$ cat config.mk
export PLATFORM = sky130hd
export DESIGN_NAME = instr_step_sequencer_flat
export DESIGN_NICKNAME = d
export VERILOG_FILES = /design/src/rtl/instr_step_sequencer_if.sv /design/src/rtl/instr_step_sequencer.sv /design/src/flat_wrapper.sv
export SDC_FILE = /design/constraint.sdc
export NUM_CORES = 1
export LEC_CHECK = 0
export CORE_ASPECT_RATIO = 1.25
export CORE_MARGIN = 1.5
export CORE_UTILIZATION = 33
export DETAILED_ROUTE_END_ITERATION = 8
export PLACE_DENSITY_LB_ADDON = 0.05
export SYNTH_ARGS = -nofsm -noshare
export SYNTH_HDL_FRONTEND = slang
export SYNTH_SLANG_ARGS = --single-unit
$ cat constraint.sdc
create_clock -name clock -period 4.8 [get_ports clock]
set_clock_uncertainty 0.1 [all_clocks]
set_input_delay 0.96 -clock clock [delete_from_list [all_inputs] [get_ports clock]]
set_output_delay 0.96 -clock clock [all_outputs]
set_load 0.005 [all_outputs]
$ cat src/rtl/instr_step_sequencer_if.sv
// Control bundle between the step sequencer and the DataPath: run/IR/handshake inputs
// and the per-step DataPath enables, register selects, opcode and status flags.
interface instr_step_sequencer_if #(
    parameter int NREG = 16,
    parameter int OPW  = 5
);
    logic            run;
    logic [31:0]     ir;
    logic            mem_ready;
    logic            alu_done;

    logic            PCout;
    logic            MARin;
    logic            incPC;
    logic            Zin;
    logic            PCin;
    logic            Read;
    logic            MDRin;
    logic            MDRout;
    logic            IRin;
    logic            Yin;
    logic            ZLowOut;
    logic            ZHighOut;
    logic            LOin;
    logic            HIin;

    logic [NREG-1:0] reg_in;
    logic [NREG-1:0] reg_out;
    logic [OPW-1:0]  opcode;
    logic            busy;
    logic            done;
    logic            halted;
    logic            illegal;

    modport master (
        input  run, ir, mem_ready, alu_done,
        output PCout, MARin, incPC, Zin, PCin, Read, MDRin, MDRout, IRin, Yin,
        output ZLowOut, ZHighOut, LOin, HIin,
        output reg_in, reg_out, opcode, busy, done, halted, illegal
    );

    modport slave (
        output run, ir, mem_ready, alu_done,
        input  PCout, MARin, incPC, Zin, PCin, Read, MDRin, MDRout, IRin, Yin,
        input  ZLowOut, ZHighOut, LOin, HIin,
        input  reg_in, reg_out, opcode, busy, done, halted, illegal
    );
endinterface

$ cat src/rtl/instr_step_sequencer.sv
// Fetch/execute control-step FSM (T0..T6) driving DataPath enables, one step per clock.
// Optional macro SEQ_DIV_WAIT_EN: hold DIV in T4 until alu_done.
module instr_step_sequencer #(
    parameter int NREG = 16,
    parameter int OPW  = 5
) (
    input  logic                   clock,
    input  logic                   clear,
    instr_step_sequencer_if.master bus
);

    localparam logic [3:0] S_IDLE = 4'd0;
    localparam logic [3:0] S_T0   = 4'd1;
    localparam logic [3:0] S_T1   = 4'd2;
    localparam logic [3:0] S_T2   = 4'd3;
    localparam logic [3:0] S_T3   = 4'd4;
    localparam logic [3:0] S_T4   = 4'd5;
    localparam logic [3:0] S_T5   = 4'd6;
    localparam logic [3:0] S_T6   = 4'd7;
    localparam logic [3:0] S_HALT = 4'd8;

    localparam logic [4:0] OP_ADD  = 5'b00000;
    localparam logic [4:0] OP_SUB  = 5'b00001;
    localparam logic [4:0] OP_MUL  = 5'b00011;
    localparam logic [4:0] OP_DIV  = 5'b00100;
    localparam logic [4:0] OP_AND  = 5'b00101;
    localparam logic [4:0] OP_OR   = 5'b00110;
    localparam logic [4:0] OP_SHR  = 5'b00111;
    localparam logic [4:0] OP_SHL  = 5'b01000;
    localparam logic [4:0] OP_NOP  = 5'b11001;
    localparam logic [4:0] OP_HALT = 5'b11010;

    // Enable vector bit positions, MSB first: PCout .. HIin
    localparam logic [13:0] EN_PCOUT  = 14'h2000;
    localparam logic [13:0] EN_MARIN  = 14'h1000;
    localparam logic [13:0] EN_INCPC  = 14'h0800;
    localparam logic [13:0] EN_ZIN    = 14'h0400;
    localparam logic [13:0] EN_PCIN   = 14'h0200;
    localparam logic [13:0] EN_READ   = 14'h0100;
    localparam logic [13:0] EN_MDRIN  = 14'h0080;
    localparam logic [13:0] EN_MDROUT = 14'h0040;
    localparam logic [13:0] EN_IRIN   = 14'h0020;
    localparam logic [13:0] EN_YIN    = 14'h0010;
    localparam logic [13:0] EN_ZLOW   = 14'h0008;
    localparam logic [13:0] EN_ZHIGH  = 14'h0004;
    localparam logic [13:0] EN_LOIN   = 14'h0002;
    localparam logic [13:0] EN_HIIN   = 14'h0001;

    function automatic logic is_rtype(input logic [4:0] op);
        case (op)
            OP_ADD, OP_SUB, OP_AND, OP_OR, OP_SHR, OP_SHL: is_rtype = 1'b1;
            default:                                       is_rtype = 1'b0;
        endcase
    endfunction

    function automatic logic is_muldiv(input logic [4:0] op);
        case (op)
            OP_MUL, OP_DIV: is_muldiv = 1'b1;
            default:        is_muldiv = 1'b0;
        endcase
    endfunction

    function automatic logic [NREG-1:0] onehot(input logic [3:0] idx);
        logic [NREG-1:0] v;
        for (int i = 0; i < NREG; i++) begin
            v[i] = (idx == i[3:0]);
        end
        return v;
    endfunction

    logic [3:0]      state_r;
    logic [3:0]      next_state_s;
    logic [3:0]      after_done_s;
    logic            t1_wait_r;
    logic            halted_r;
    logic            illegal_r;
    logic            div_hold_s;
    logic            rtype_s;
    logic            muldiv_s;
    logic            legal_s;
    logic [4:0]      op_s;
    logic [3:0]      ra_s;
    logic [3:0]      rb_s;
    logic [3:0]      rc_s;
    logic [13:0]     en_s;
    logic [NREG-1:0] reg_in_s;
    logic [NREG-1:0] reg_out_s;
    logic [OPW-1:0]  opcode_s;
    logic            done_s;
    logic            unused_s;

    assign op_s     = bus.ir[31:27];
    assign ra_s     = bus.ir[26:23];
    assign rb_s     = bus.ir[22:19];
    assign rc_s     = bus.ir[18:15];
    assign rtype_s  = is_rtype(op_s);
    assign muldiv_s = is_muldiv(op_s);
    assign legal_s  = rtype_s | muldiv_s | (op_s == OP_NOP) | (op_s == OP_HALT);

`ifdef SEQ_DIV_WAIT_EN
    assign div_hold_s = (op_s == OP_DIV) && !bus.alu_done;
    assign unused_s   = ^bus.ir[14:0];
`else
    assign div_hold_s = 1'b0;
    assign unused_s   = ^{bus.ir[14:0], bus.alu_done};
`endif

    assign after_done_s = bus.run ? S_T0 : S_IDLE;

    // Next-state decode; the done step returns straight to T0 so there is no gap cycle
    always_comb begin
        next_state_s = state_r;
        case (state_r)
            S_IDLE: begin
                if (bus.run) next_state_s = S_T0;
                else         next_state_s = S_IDLE;
            end
            S_T0: next_state_s = S_T1;
            S_T1: begin
                if (bus.mem_ready) next_state_s = S_T2;
                else               next_state_s = S_T1;
            end
            S_T2: next_state_s = S_T3;
            S_T3: begin
                if (op_s == OP_NOP)           next_state_s = after_done_s;
                else if (rtype_s || muldiv_s) next_state_s = S_T4;
                else                          next_state_s = S_HALT;
            end
            S_T4: begin
                if (div_hold_s) next_state_s = S_T4;
                else            next_state_s = S_T5;
            end
            S_T5: begin
                if (muldiv_s) next_state_s = S_T6;
                else          next_state_s = after_done_s;
            end
            S_T6:    next_state_s = after_done_s;
            S_HALT:  next_state_s = S_HALT;
            default: next_state_s = S_IDLE;
        endcase
    end

    // Moore output decode from the current step and the latched IR fields
    always_comb begin
        en_s      = 14'h0000;
        reg_in_s  = '0;
        reg_out_s = '0;
        opcode_s  = '0;
        done_s    = 1'b0;
        case (state_r)
            S_T0: en_s = EN_PCOUT | EN_MARIN | EN_INCPC | EN_ZIN;
            S_T1: begin
                // PC is loaded only on the first T1 cycle; wait cycles keep the read open
                if (t1_wait_r) en_s = EN_READ | EN_MDRIN;
                else           en_s = EN_ZLOW | EN_PCIN | EN_READ | EN_MDRIN;
            end
            S_T2: en_s = EN_MDROUT | EN_IRIN;
            S_T3: begin
                if (rtype_s) begin
                    en_s      = EN_YIN;
                    reg_out_s = onehot(rb_s);
                end else if (muldiv_s) begin
                    en_s      = EN_YIN;
                    reg_out_s = onehot(ra_s);
                end else if (op_s == OP_NOP) begin
                    done_s = 1'b1;
                end else begin
                    done_s = 1'b0;
                end
            end
            S_T4: begin
                if (rtype_s) begin
                    en_s      = EN_ZIN;
                    reg_out_s = onehot(rc_s);
                    opcode_s  = OPW'(op_s);
                end else if (muldiv_s) begin
                    en_s      = EN_ZIN;
                    reg_out_s = onehot(rb_s);
                    opcode_s  = OPW'(op_s);
                end else begin
                    en_s = 14'h0000;
                end
            end
            S_T5: begin
                if (rtype_s) begin
                    en_s     = EN_ZLOW;
                    reg_in_s = onehot(ra_s);
                    done_s   = 1'b1;
                end else if (muldiv_s) begin
                    en_s = EN_ZLOW | EN_LOIN;
                end else begin
                    en_s = 14'h0000;
                end
            end
            S_T6: begin
                en_s   = EN_ZHIGH | EN_HIIN;
                done_s = 1'b1;
            end
            default: en_s = 14'h0000;
        endcase
    end

    // Step register, first-T1-cycle tracker and sticky halt/illegal flags
    always_ff @(posedge clock or posedge clear) begin
        if (clear) begin
            state_r   <= S_IDLE;
            t1_wait_r <= 1'b0;
            halted_r  <= 1'b0;
            illegal_r <= 1'b0;
        end else begin
            state_r   <= next_state_s;
            t1_wait_r <= (state_r == S_T1);
            halted_r  <= halted_r | ((state_r == S_T3) && (op_s == OP_HALT));
            illegal_r <= illegal_r | ((state_r == S_T3) && !legal_s);
        end
    end

    assign {bus.PCout, bus.MARin, bus.incPC, bus.Zin, bus.PCin, bus.Read, bus.MDRin,
            bus.MDRout, bus.IRin, bus.Yin, bus.ZLowOut, bus.ZHighOut, bus.LOin, bus.HIin} = en_s;
    assign bus.reg_in  = reg_in_s;
    assign bus.reg_out = reg_out_s;
    assign bus.opcode  = opcode_s;
    assign bus.done    = done_s;
    assign bus.busy    = (state_r != S_IDLE) && (state_r != S_HALT);
    assign bus.halted  = halted_r;
    assign bus.illegal = illegal_r;

endmodule
$ cat src/flat_wrapper.sv
// flat-port wrapper written by rule: the top's interface ports become plain ports
module instr_step_sequencer_flat 
#(
    parameter int NREG = 16,
    parameter int OPW  = 5
)
  (clock, clear, bus_run, bus_ir, bus_mem_ready, bus_alu_done, bus_PCout, bus_MARin, bus_incPC, bus_Zin, bus_PCin, bus_Read, bus_MDRin, bus_MDRout, bus_IRin, bus_Yin, bus_ZLowOut, bus_ZHighOut, bus_LOin, bus_HIin, bus_reg_in, bus_reg_out, bus_opcode, bus_busy, bus_done, bus_halted, bus_illegal);
  instr_step_sequencer_if #(.NREG(NREG), .OPW(OPW)) bus_i ();
  input  logic clock;
  input  logic clear;
  input wire logic [$bits(bus_i.run)-1:0] bus_run;
  input wire logic [$bits(bus_i.ir)-1:0] bus_ir;
  input wire logic [$bits(bus_i.mem_ready)-1:0] bus_mem_ready;
  input wire logic [$bits(bus_i.alu_done)-1:0] bus_alu_done;
  output wire logic [$bits(bus_i.PCout)-1:0] bus_PCout;
  output wire logic [$bits(bus_i.MARin)-1:0] bus_MARin;
  output wire logic [$bits(bus_i.incPC)-1:0] bus_incPC;
  output wire logic [$bits(bus_i.Zin)-1:0] bus_Zin;
  output wire logic [$bits(bus_i.PCin)-1:0] bus_PCin;
  output wire logic [$bits(bus_i.Read)-1:0] bus_Read;
  output wire logic [$bits(bus_i.MDRin)-1:0] bus_MDRin;
  output wire logic [$bits(bus_i.MDRout)-1:0] bus_MDRout;
  output wire logic [$bits(bus_i.IRin)-1:0] bus_IRin;
  output wire logic [$bits(bus_i.Yin)-1:0] bus_Yin;
  output wire logic [$bits(bus_i.ZLowOut)-1:0] bus_ZLowOut;
  output wire logic [$bits(bus_i.ZHighOut)-1:0] bus_ZHighOut;
  output wire logic [$bits(bus_i.LOin)-1:0] bus_LOin;
  output wire logic [$bits(bus_i.HIin)-1:0] bus_HIin;
  output wire logic [$bits(bus_i.reg_in)-1:0] bus_reg_in;
  output wire logic [$bits(bus_i.reg_out)-1:0] bus_reg_out;
  output wire logic [$bits(bus_i.opcode)-1:0] bus_opcode;
  output wire logic [$bits(bus_i.busy)-1:0] bus_busy;
  output wire logic [$bits(bus_i.done)-1:0] bus_done;
  output wire logic [$bits(bus_i.halted)-1:0] bus_halted;
  output wire logic [$bits(bus_i.illegal)-1:0] bus_illegal;
  assign bus_i.run = bus_run;
  assign bus_i.ir = bus_ir;
  assign bus_i.mem_ready = bus_mem_ready;
  assign bus_i.alu_done = bus_alu_done;
  assign bus_PCout = bus_i.PCout;
  assign bus_MARin = bus_i.MARin;
  assign bus_incPC = bus_i.incPC;
  assign bus_Zin = bus_i.Zin;
  assign bus_PCin = bus_i.PCin;
  assign bus_Read = bus_i.Read;
  assign bus_MDRin = bus_i.MDRin;
  assign bus_MDRout = bus_i.MDRout;
  assign bus_IRin = bus_i.IRin;
  assign bus_Yin = bus_i.Yin;
  assign bus_ZLowOut = bus_i.ZLowOut;
  assign bus_ZHighOut = bus_i.ZHighOut;
  assign bus_LOin = bus_i.LOin;
  assign bus_HIin = bus_i.HIin;
  assign bus_reg_in = bus_i.reg_in;
  assign bus_reg_out = bus_i.reg_out;
  assign bus_opcode = bus_i.opcode;
  assign bus_busy = bus_i.busy;
  assign bus_done = bus_i.done;
  assign bus_halted = bus_i.halted;
  assign bus_illegal = bus_i.illegal;
  instr_step_sequencer #(.NREG(NREG), .OPW(OPW)) u_core (.clock(clock), .clear(clear), .bus(bus_i));
endmodule
After elaboration in Yosys (flattened, before gate mapping)
Cells that the tools add are included.

storage, ports and cells
  logic and storage cells = 117
  bits of input ports = 37
  output and inout bits = 55
  bits in registers = 7

cells by class
  bitwise gates (word level) = 5
  mux-type cells = 31
  reductions and logical operators = 14
  eq/ne operators = 63

operators by type and width
  cell                                                                    number
  4-bit equality test (second input constant)                             25
  14-bit one-hot mux with 7 select lines                                  1
  16-bit 2-to-1 mux                                                       6
  4-bit by 3-bit equality test with 1-bit output (second input constant)  16
  14-bit 2-to-1 mux                                                       3
  4-bit by 2-bit equality test with 1-bit output (second input constant)  8
  16-bit one-hot mux with 2 select lines                                  1
  4-bit one-hot mux with 8 select lines                                   1
  5-bit by 3-bit equality test with 1-bit output (second input constant)  4
  5-bit 2-to-1 mux                                                        4
  4-bit by 1-bit equality test with 1-bit output (second input constant)  4
  4-bit logical NOT                                                       4
  4-bit 2-to-1 mux                                                        4
  11-bit 2-to-1 mux                                                       1
  5-bit equality test (second input constant)                             2
  10-bit 2-to-1 mux                                                       1
  1-bit 2-to-1 mux                                                        8
  6-bit OR reduction                                                      1
  5-bit by 1-bit equality test with 1-bit output (second input constant)  1
  5-bit by 2-bit equality test with 1-bit output (second input constant)  1
  5-bit by 4-bit equality test with 1-bit output (second input constant)  1
  5-bit logical NOT                                                       1
  1-bit OR                                                                5
  4-bit inequality test (second input constant)                           1
  other kinds (6)                                                         9

Longest topological paths before layout
  word-level depth = 9
  depth in mapped cells = 6
  depth with buffers taken out = 4

Least setup slack after synthesis
OpenSTA, ideal clock, no wires.

  path kind = input-to-output
  from = input port bus_ir[30]
  to = output port bus_reg_out[11]
  buffers on the path = 1
  required time = 3.740 ns
  stages on the path = 5
  slack = 1.594 ns
  arrival time = 2.146 ns
  cells stage by stage = o21bai_1 > a2111oi_4 > buf_4 > nand4_1 > o221ai_2

between the ends
  cells in the longest elaborated chain, start to end = 6
  elaborated cells between the ends (all ways) = 17
  classes of those cells = 7 x eq/ne; 7 x mux; 3 x reduce/logical

RTL lines
  what                                                                                                              line                                                      text
  from (decl)                                                                                                       flat_wrapper.sv:12                                        input wire logic [$bits(bus_i.ir)-1:0] bus_ir;
  5-bit by 2-bit equality test with 1-bit output or 5-bit by 3-bit equality test with 1-bit output (tied branches)  instr_step_sequencer.sv:57                                case (op)
  2-bit OR reduction                                                                                                instr_step_sequencer.sv:57
  1-bit 2-to-1 mux                                                                                                  instr_step_sequencer.sv:57
  16-bit 2-to-1 mux (on tied branches)                                                                              instr_step_sequencer.sv:176, instr_step_sequencer.sv:162
  16-bit 2-to-1 mux (on tied branches)                                                                              instr_step_sequencer.sv:172, instr_step_sequencer.sv:159
  16-bit one-hot mux with 2 select lines *                                                                          instr_step_sequencer.sv:150                               case (state_r)
  to (decl)                                                                                                         flat_wrapper.sv:30                                        output wire logic [$bits(bus_i.reg_out)-1:0] bus_reg_out;

Mark *: on every way between the ends. The rest lies on a longest branch, timed or not.

Final worst setup path
  from = input port bus_ir[28]
  to = output port bus_reg_out[12]

The elaborated chain is that of the path after synthesis.

==> results.md <==
- Drt wl/cell: 14.9 µm
- Power per Cell Area: between 200 and 250 nW/µm²
- Ant. Diodes: 0
- Worst slack at placement: between 0.2 and 0.25 ns
- Clk pwr share: 0.152
- Critical path class: primary input to output pin
- Root buffer cell: clkbuf_8
- Core footprint: 4160 µm²
- Layout cells sized above 1: 0.114
- CP required: approximately 3.7 ns
- Area growth syn-to-layout: 52.5%
- R2R setup slack: 3.10 ns
- Slew Limit Fails: 0
- Post-synthesis net count: about 240
- LEAKAGE: between 0.7 and 0.8 nW
- Sequential Area: 175 µm²
- Max Cap Violations: 0
- Hold Startpoint: u_core.bus.halted
- CTS H-Tree Depth: 1
- Distinct cells, synth: between 50 and 60
- Post-CTS Hold Buffers: 0
- Share of the synthesized area in the top cell type: 0.121
- Largest cells by area after synthesis: dfrtp_1 12%, o221ai_2 8.3%, nor2_1 7.2%
- Initial core utilization: 0.349
- Sw Share: 0.407
- Power Internal: ~0.33 mW
- Setup repair bufs after CTS: 0
- Worst hold stages: 1
- GP Congestion: about 0.85
- Detailed Route Iter0 Violations: a little over 100
- EDFF count, synth: 0
- Footprint of the multi-input gates: 1140 µm²
- RSZ-0062 raised after global routing: false
- FF-to-FF End: u_core.state_r[0]
- Max transition margin: 0.433
- CP endpoint kind: output pin
- Largest net degree at the start of global routing: 16
- RR Startpoint: u_core.state_r[2]
- I/O Buffers: 74
- Final hold violation count: 0
- Final WS setup: 0.218 ns
- Final setup fails: 0
- Logic gate share of total power: 0.599
- CP startpoint: bus_ir[28]
- Num CTS Buffers: 3
- Mapped cell area: 1450 µm²
- Status: completed
- Slew @ Worst Pin: about 0.85 ns
- Die H: 77.1 µm
- Flops & latches, synth: 7
- Mean area per synthesized cell: between 7 and 8 µm²
- FILL cells: 446
- Worst EP arrival: roughly 3.5 ns
- Min Tclk post-route: ~4.6 ns
- DIE AREA: 4810 µm²
- Final wirelength: 4760 µm
- Peak Freq: 218 MHz
- Worst-Skew Late Latency: 0.23 ns
- Layout Nets: around 300
- Crit start category: primary input
- Tcrit/Tclk final: 0.955
- Clk sinks: 7
- Ys async rst share: 1.00
- I/O pin total: 92
- Row cnt: 26
- CTS tree: yes
- Sequential share of the synthesized area: 0.121
- Mapped Cells: between 200 and 250
- Dominant cell type by area after synthesis: dfrtp_1
- Top_reg_cell synth: dfrtp_1
- Peak VDD IR: 0.0807 mV
- Vias in the first global route: ~1700
- CTS max path bufs: 2
- Worst-path maximum fanout: 14
- Worst-path clk slew: ~0.040 ns
- Vias/cell: 5.42
- DRC: 0
- First-pass DRT Iterations: 4
- Cts repair resizes: 0
- Sequential power share: 0.249
- Detailed-route via count: roughly 1700
- Worst Hold Class: flop to flop
- Net switching power figure: ~0.22 mW
- Synth Warn #: 0
- Hold Crit Endpoint: u_core.bus.halted
- Initial antenna violation count: 0
- Overflow after GRT: 0
- Die width: approximately 62 µm
- DP HPWL: 3770 µm
- Reg2reg path depth: 4
- Gr usage total: 0.198
- Global-route wire length before repair: roughly 7900 µm
- Setup TNS Final: 0 ns
- Antenna Nets Post-Route: 0
-- registers in the layout, indices dropped and copies added, names as in the netlist --
signal              count
u_core.state_r          4
u_core.bus.halted       1
u_core.bus.illegal      1
u_core.t1_wait_r        1
-- cell families after synthesis --
kind of cell	share of synthesized area
mux	0.00690
flops	0.121
other cells	0.00258
buf+inv	0.0905
simple gates	0.476
xor+xnor	0.00604
compound gates	0.297
-- area by class of cell --
cell class	instances	share of cell area
clock buffer	4	0.0204
timing repair buffer	78	0.348
sequential	7	0.0791
inverter	2	0.00339
tap	56	0.0317
multi-input combinational	173	0.517
-- worst max path at each step --
stage | to | depth (start not counted) | slack, ns
CTS | bus_reg_out[12] | 7 | 0.20
global route | bus_reg_out[12] | 7 | 0.08
finish | bus_reg_out[12] | 7 | 0.22
global placement | bus_reg_out[12] | 7 | 0.21
detailed placement | bus_reg_out[12] | 7 | 0.22
floorplan | bus_reg_out[11] | 5 | 1.59
-- stage by stage --
stage,hold WS (ns),cells,power [mW],utilization,area (µm²)
after global placement,0.354,316,0.464,0.521,2170
after floorplan,0.360,202,0.327,-,1450
after CTS,0.368,320,0.552,0.532,2210
final,0.365,320,0.550,0.532,2210
after global routing,0.407,320,0.592,0.532,2210
after detailed placement,0.357,316,0.466,0.521,2170
-- worst max-delay path: stages --
cell and delay [ns]:
clkdlybuf4s50_1 0.57, nor2b_1 0.29, a2111oi_4 0.08, buf_4 0.20, a22oi_2 0.69, o221ai_1 0.24
clkdlybuf4s50_1 0.50
-- routing by layer --
| metal | track usage | up-vias | share of wire |
|---|---|---|---|
| met5 | 0 | - | 0 |
| met4 | 0.0667 | 0 | 0.022 |
| met3 | 0.0176 | 11 | 0.035 |
| met2 | 0.377 | 52 | 0.53 |
| met1 | 0.229 | 791 | 0.41 |
| li1 | - | 879 | - |
-- Yosys cell counts, types with 2 or more instances --
library cell   n
nand4_1        9
nand4b_1       2
nand3_1       15
or2_2          3
nand3b_1       2
buf_2          3
o21ai_0        2
o21bai_1       2
o221ai_1       4
a32oi_1        4
and2_1         2
nand2b_1       9
dfrtp_1        7
o21ai_2        2
nor3b_1        2
buf_4          8
o21ai_1        2
o221ai_2       8
and3_1         5
a2111oi_4      2
nor2_1        28
nand2_1       23
clkbuf_1       7
nor2b_1        9
inv_1          2
nor3_1        11
buf_6          2
a21oi_1        3
o211ai_1       2
-- power by group through the flow --
stage | clock network (mW) | logic [mW] | registers [mW]
6_report | 0.0834 | 0.329 | 0.137
5_1_grt | 0.0909 | 0.356 | 0.145
4_1_cts | 0.0836 | 0.331 | 0.137
3_5_place_dp | 0 | 0.330 | 0.137
3_3_place_gp | 0 | 0.327 | 0.137
2_1_floorplan | 0 | 0.228 | 0.0989
-- layout by cell type (no fill, tap or decap), drive strengths merged, types with 2 or more instances in the layout --
cell            n
clkdlybuf4s50  74
nor2           28
nand2          23
nand3          15
nor3           12
o221ai         12
nor2b           9
nand2b          9
nand4           9
dfrtp           7
o21ai           6
and3            5
a32oi           4
buf             4
or2             4
a21oi           4
clkbuf          4
a2111oi         3
nand4b          3
o21bai          2
and2            2
nand3b          2
nor3b           2
o211ai          2
inv             2
a22oi           2
a211oi          2
(Power assumes the default switching activity.)
